[config.mk]
export PLATFORM = sky130hd
export DESIGN_NAME = wb_regfile
export DESIGN_NICKNAME = d
export VERILOG_FILES = /design/src/rtl/wb_regfile.sv
export SDC_FILE = /design/constraint.sdc
export NUM_CORES = 2
export LEC_CHECK = 0
export ABC_AREA = 1
export BUFFER_PORTS_ARGS = -buffer_cell sky130_fd_sc_hd__buf_2
export CAP_MARGIN = 20
export CORE_MARGIN = 1
export CORE_UTILIZATION = 31
export DETAILED_ROUTE_END_ITERATION = 8
export PLACE_DENSITY = 0.45
export SETUP_SLACK_MARGIN = 0.1
export SYNTH_ARGS = -nofsm -noshare
export SYNTH_HDL_FRONTEND = slang
export SYNTH_SLANG_ARGS = --single-unit
[constraint.sdc]
create_clock -name clk -period 2.35 [get_ports clk]
set_input_delay 0.3525 -clock clk [delete_from_list [all_inputs] [get_ports clk]]
set_output_delay 0.3525 -clock clk [all_outputs]
set_load 0.01 [all_outputs]
[src/rtl/wb_regfile.sv]
// RV32I writeback stage and 31-entry integer register file with two bypassed read ports.
// Optional retired-instruction counter is enabled by defining WB_INSTRET_EN.
module wb_regfile #(
    parameter int              XLEN      = 32,
    parameter logic [XLEN-1:0] RESET_VAL = '0
) (
    input  logic            clk,
    input  logic            rst,
    input  logic            W_valid,
    input  logic [4:0]      W_op,
    input  logic [2:0]      W_f3,
    input  logic [4:0]      W_rd,
    input  logic [XLEN-1:0] W_alu_out,
    input  logic [XLEN-1:0] W_ld_word,
    input  logic [4:0]      rs1_index,
    input  logic [4:0]      rs2_index,
    output logic [XLEN-1:0] rs1_data,
    output logic [XLEN-1:0] rs2_data,
    output logic            wb_en,
    output logic [4:0]      wb_rd,
    output logic [XLEN-1:0] wb_data
`ifdef WB_INSTRET_EN
    ,
    output logic [63:0]     instret
`endif
);

    localparam logic [4:0] OP_LOAD   = 5'b00000;
    localparam logic [4:0] OP_OPIMM  = 5'b00100;
    localparam logic [4:0] OP_OP     = 5'b01100;
    localparam logic [4:0] OP_LUI    = 5'b01101;
    localparam logic [4:0] OP_AUIPC  = 5'b00101;
    localparam logic [4:0] OP_JAL    = 5'b11011;
    localparam logic [4:0] OP_JALR   = 5'b11001;

    logic            w_writes_op;
    logic [7:0]      w_byte;
    logic [15:0]     w_half;
    logic [XLEN-1:0] w_load_val;
    logic [XLEN-1:0] w_regs [0:31];

    always_comb begin
        w_writes_op = 1'b0;
        case (W_op)
            OP_LOAD, OP_OPIMM, OP_OP, OP_LUI,
            OP_AUIPC, OP_JAL, OP_JALR: w_writes_op = 1'b1;
            default:                   w_writes_op = 1'b0;
        endcase
    end

    assign wb_en = W_valid & w_writes_op & (W_rd != 5'd0);
    assign wb_rd = W_rd;

    // Load data: W_ld_word is the aligned word, the low address bits pick the lane.
    always_comb begin
        w_byte = W_ld_word[7:0];
        case (W_alu_out[1:0])
            2'd0:    w_byte = W_ld_word[7:0];
            2'd1:    w_byte = W_ld_word[15:8];
            2'd2:    w_byte = W_ld_word[23:16];
            default: w_byte = W_ld_word[31:24];
        endcase
        w_half = W_alu_out[1] ? W_ld_word[31:16] : W_ld_word[15:0];
        case (W_f3)
            3'b000:  w_load_val = {{(XLEN-8){w_byte[7]}}, w_byte};
            3'b100:  w_load_val = {{(XLEN-8){1'b0}}, w_byte};
            3'b001:  w_load_val = {{(XLEN-16){w_half[15]}}, w_half};
            3'b101:  w_load_val = {{(XLEN-16){1'b0}}, w_half};
            default: w_load_val = W_ld_word;
        endcase
    end

    assign wb_data = (W_op == OP_LOAD) ? w_load_val : W_alu_out;

    // x0 is a constant; x1..x31 are individual registers so they can reset asynchronously.
    assign w_regs[0] = '0;

    genvar gi;
    generate
        for (gi = 1; gi < 32; gi++) begin : g_reg
            logic [XLEN-1:0] r_q;
            always_ff @(posedge clk or negedge rst) begin
                if (!rst) begin
                    r_q <= RESET_VAL;
                end else if (wb_en && (W_rd == 5'(gi))) begin
                    r_q <= wb_data;
                end
            end
            assign w_regs[gi] = r_q;
        end
    endgenerate

    assign rs1_data = (rs1_index == 5'd0)                ? '0 :
                      (wb_en && (rs1_index == W_rd))     ? wb_data :
                                                           w_regs[rs1_index];
    assign rs2_data = (rs2_index == 5'd0)                ? '0 :
                      (wb_en && (rs2_index == W_rd))     ? wb_data :
                                                           w_regs[rs2_index];

`ifdef WB_INSTRET_EN
    logic [63:0] r_instret;

    // Every valid W-stage instruction retires, whether or not it writes a register.
    always_ff @(posedge clk or negedge rst) begin
        if (!rst) begin
            r_instret <= 64'd0;
        end else if (W_valid) begin
            r_instret <= r_instret + 64'd1;
        end
    end

    assign instret = r_instret;
`endif

endmodule

[Word-level counts from Yosys, hierarchy flattened]
Index checks and enable logic that the tools add are counted.
Word-level totals
  logic and storage cells: 136
  output and inout port bits: 102
  register bits after elaboration: 992
Operators by class
  reduce and logical (&&, ||, !) cells: 40
  eq/ne operators: 44
  magnitude comparators: 2
  bitwise operators: 4
  multiplexer cells: 15
Operator list (number)
  binary-select mux 32 bit (select 5 bit): 2
  two-way mux 32 bit: 9
  one-hot mux 32 bit (4 select lines): 1
  equality test 5 bit, second input constant: 18
  equality test 5 x 4 -> 1 bit, second input constant: 10
  logical AND 1 bit: 33
  equality test 5 x 3 -> 1 bit, second input constant: 6
  one-hot mux 8 bit (3 select lines): 1
  two-way mux 16 bit: 1
  zero test 5 bit: 3
  >= comparator 6 bit, second input constant: 2
  inverter 5 -> 6 bit: 2
  equality test 5 x 2 -> 1 bit, second input constant: 2
  equality test 5 bit: 2
  OR reduction 7 bit: 1
  equality test 3 bit, second input constant: 2
  equality test 5 x 1 -> 1 bit, second input constant: 1
  nonzero test 5 bit: 1
  equality test 3 x 1 -> 1 bit, second input constant: 1
  zero test 3 bit: 1
  AND 1 bit: 2
  equality test 2 x 1 -> 1 bit, second input constant: 1
  equality test 2 bit, second input constant: 1
  zero test 2 bit: 1
  two-way mux 1 bit: 1

[Longest topological paths before layout]
  depth after elaboration: 8
  gate-level depth with buffers: 14
  mapped depth without buffers: 12

[Worst setup path after synthesis]
Ideal clock, no wire load.
  path kind: input to output
  start point: input rs2_index[0]
  end point: output rs2_data[1]
  path buffers: 4
  stages: 12
  path slack: 0.237 ns
  arrival: 1.761 ns
  path through: clkbuf_1 > buf_2 > clkbuf_1 > clkbuf_1 > nand2_1 > nand3_1 > nand3_1 > nand3_1 > nand3_1 > nand3_1 > nand2_1 > inv_1
Between the ends
  cells in the longest elaborated chain, start to end: 6
  elaborated cells on any way between the ends: 9
  classes of those cells: eq/ne (1); mux (5); bitwise (1); reduce/logical (2)
RTL lines
  start, declared: RTL line 16  | input logic [4:0] rs2_index,
  inverter 5 -> 6 bit (not written as such): RTL line 98  | w_regs[rs2_index];
  binary-select mux 32 bit (select 5 bit): RTL line 98
  two-way mux 32 bit (not written as such) (2 in series): RTL line 98
  two-way mux 32 bit: RTL line 97  | (wb_en && (rs2_index == W_rd)) ? wb_data :
  two-way mux 32 bit *: RTL line 96  | assign rs2_data = (rs2_index == 5'd0) ? '0 :
  end, declared: RTL line 18  | output logic [XLEN-1:0] rs2_data,
Every way passes the cells marked *; elsewhere a longest branch is shown, timed or not. The select of a mux whose other input is x is not followed.

[Final worst setup path]
  start point: register g_reg[30].r_q[9]
  end point: output rs1_data[9]
Between the ends
  cells in the longest elaborated chain, start to end: 5
RTL lines
  start, declared: RTL line 81  | logic [XLEN-1:0] r_q;
  start signal, assigned: RTL line 86  | r_q <= wb_data;
  binary-select mux 32 bit (select 5 bit): RTL line 95  | w_regs[rs1_index];
  two-way mux 32 bit (not written as such) (2 in series): RTL line 95
  two-way mux 32 bit: RTL line 94  | (wb_en && (rs1_index == W_rd)) ? wb_data :
  two-way mux 32 bit: RTL line 93  | assign rs1_data = (rs1_index == 5'd0) ? '0 :
  end, declared: RTL line 17  | output logic [XLEN-1:0] rs1_data,
Every way passes these cells. The select of a mux whose other input is x is not followed.

==> impl_metrics.csv <==
group,metric,value,unit
status,status,"finished with violations",
status,violations,"setup timing",
timing,drv_slew,0,
pwr,ir_drop,0.761,mV
finish,final_common_cell,"nand2_1",
finish,areaGrowthSynthToFinish,35.1,%
critical_path,path_common_cell,"nand3_2",
placement,routabilityCongestion,0.948,
finish,layout.nets,9650,
global_route,grt_max_degree,80,
drt,drtPass1Iterations,8,
critical_path,worst_path_largest_cell_delay,390,ps
clock_tree,ctsRootBufferMaster,"clkbuf_16",
die,die-area,192000,um2
finish,num-fill-cells,19300,
hold_path,hold_class,"in2reg",
finish,multiInputGateArea,34500,um2
clock_tree,cts_buffer_depth,3,
logic_synthesis,syn_avg_cell_area,6.52,um2
critical_path,regToRegEndpoint,"g_reg[7].r_q[3]",
timing,whs,96.9,ps
clock_tree,clock-sinks,992,
clock_tree,cts.clk_slew.worst_paths,60,ps
finish,fin_area,79900,um2
placement,placed_area,69100,um2
die,die_w,439,um
critical_path,cp_max_fo,3,
finish,drive_gt1_frac,0.223,
timing,worst_slew_pin_slew,861,ps
finish,regMostFlops,"g.r_q",
timing,rsz0062_at_grt,"true",
timing,setup_viol,52,
timing,fin_skew,0,ps
logic_synthesis,mappedNetlistArea,59100,um2
critical_path,endpoint_kind,"output pin",
pwr,power.density,625,nW/um2
timing,timing.final.ws_setup,-127,ps
critical_path,crit_slowest_cell,"dfrtp_1",
critical_path,cpLargestDelayFamily,"simple AND/OR/NAND/NOR gates",
die,fp.coreArea,189000,um2
logic_synthesis,ys_warn_count,0,
logic_synthesis,synth_seq_cells,992,
timing,fmax,404,MHz
clock_tree,tritoncts,"yes",
placement,port_buffers,191,
die,initial_core_util,0.313,
global_route,first_global_vias,62200,
finish,layout_common_cells,"nand2_1, nand3_1, dfrtp_1, buf_4, nand3_2",
critical_path,cp.buffers_inverters,3,
hold_path,whs_path_depth,6,
critical_path,cp_cell_sequence,"nand2_1 -> nand3_2 -> nand3_2 -> nand3_4 -> nand3_4 -> nand3_2 -> buf_6 -> nand2_4 -> inv_2 -> buf_6",
logic_synthesis,ys_seq_area_frac,0.420,
critical_path,reg2reg_depth,4,
die,rows,159,
global_route,track_usage,0.324,
global_route,grt_pass1_wl,456000,um
critical_path,reg2reg_from,"g_reg[7].r_q[3]",
drt,drc_errors,0,
placement,dp_hpwl,214000,um
critical_path,start_kind,"register",
drt,postRouteAntennaNets,0,
critical_path,rrSetupSlack,1450,ps
timing,finalCritPeriodShare,1.05,
hold_path,min_to,"g_reg[25].r_q[10]",
timing,maxSlewHeadroom,0.426,
finish,reg_top3,"g.r_q x992",
drt,first_iter_violations,7503,
drt,totalWireLength,321000,um
timing,hold_viol_final,0,
critical_path,arrival,2120,ps
die,die_h,439,um
critical_path,critPathKind,"reg2out",
clock_tree,cts_made_buffers,130,
global_route,antenna_found_initial,8,
logic_synthesis,synth_cell_types,29,
drt,routed-via-count,66400,
clock_tree,clk-insertion-delay-late,780,ps
drt,drt-wirelength-per-cell,26.4,um
timing,fin_crit,2480,ps
hold_path,hp-start,"W_alu_out[10]",
drt,drt-vias-per-instance,5.46,
flow_run,drv_cap,0,
finish,largest_register_ffs,992,
finish,regArea,24800,um2
pwr,power.leakage,0.0397,uW
global_route,overflow,0,
critical_path,cp.required,2000,ps
clock_tree,htreeDepth,4,
die,ios,192,
logic_synthesis,synth_cells,9072,
logic_synthesis,synth_nets,9162,
## per-stage QoR
step	TNS [ps]	util	worst slack (ps)	total power, uW	instances
after floorplan	0	-	237	24000	9072
after global routing	-7920	0.424	-212	51800	12200
after global placement	-175330	0.366	-495	28100	11800
after detailed placement	-157990	0.366	-460	28200	11800
after CTS	-5380	0.408	-167	49500	12100
final	-2550	0.424	-127	49900	12200
## power breakdown
part / switching [uW] / total, uW / internal (uW)
Sequential: 1120 / 19500 / 18400
Clock: 8530 / 20600 / 12100
Combinational: 6070 / 9780 / 3710
Total: 15700 / 49900 / 34200
## worst min-delay path: cells and delay by family
| family | cells | cell delay, ps |
|---|---|---|
| and+or+nand+nor | 4 | 230 |
| buffers and inverters | 2 | 260 |
## synthesized netlist by cell type, drive strengths merged
master / n / area share
clkbuf: 390 / 0.025
nor3: 3 / 0.00025
nor2: 94 / 0.012
buf: 354 / 0.033
nand4: 5 / 0.00063
inv: 181 / 0.011
a21boi: 2 / 0.00025
dfrtp: 992 / 0.42
nand2: 4813 / 0.31
xnor2: 6 / 0.00089
a21oi: 15 / 0.0013
nand3: 1969 / 0.17
a31oi: 2 / 0.00021
o21ai: 236 / 0.020
or2: 3 / 0.00032
o211ai: 7 / 0.00089
## repair_timing
action                                 4_1_cts  5_1_grt
hold buffers                                 1        0
resized for setup                          545      472
setup endpoints to repair                   91       90
setup buffers                               83       83
pin swaps                                  255      327
endpoints found under the hold margin      628        0
cloned                                       4        5
## worst max-delay path by stage
stage	cells past startpoint	endpoint	startpoint	slack, ps
floorplan	12	rs2_data[1]	rs2_index[0]	240
global placement	13	rs1_data[21]	W_op[2]	-500
detailed placement	13	rs1_data[21]	W_op[2]	-460
CTS	10	rs1_data[20]	g_reg[22].r_q[20]	-170
global route	11	rs1_data[9]	g_reg[10].r_q[9]	-210
finish	10	rs1_data[9]	g_reg[30].r_q[9]	-130
## routing by layer
layer  share of wire  global-route usage
met1            0.41               0.434
met2            0.44               0.494
met3           0.089              0.0596
met4           0.064               0.178
met5        0.000041                   0
## layout make-up
cell class,instances,area share
clock buffers,184,0.0468
flip-flops and latches,992,0.311
well taps,2495,0.0391
multi-input cells,7155,0.432
repair buffers,1100,0.155
clock inverters,46,0.00673
inverters,181,0.00969
diodes,3,0.0000940
## logic make-up (layout without fill, tap and decap cells)
group / Yosys count / count (layout) / synth area share
other: 0 / 3 / 0
flip-flops: 992 / 992 / 0.420
AND/OR/NAND/NOR: 6887 / 6887 / 0.487
AO/OA/AOI/OAI: 262 / 262 / 0.0226
buffers and inverters: 925 / 1511 / 0.0696
XOR/XNOR: 6 / 6 / 0.000889
Note: power is estimated with default switching activity, not from simulation.
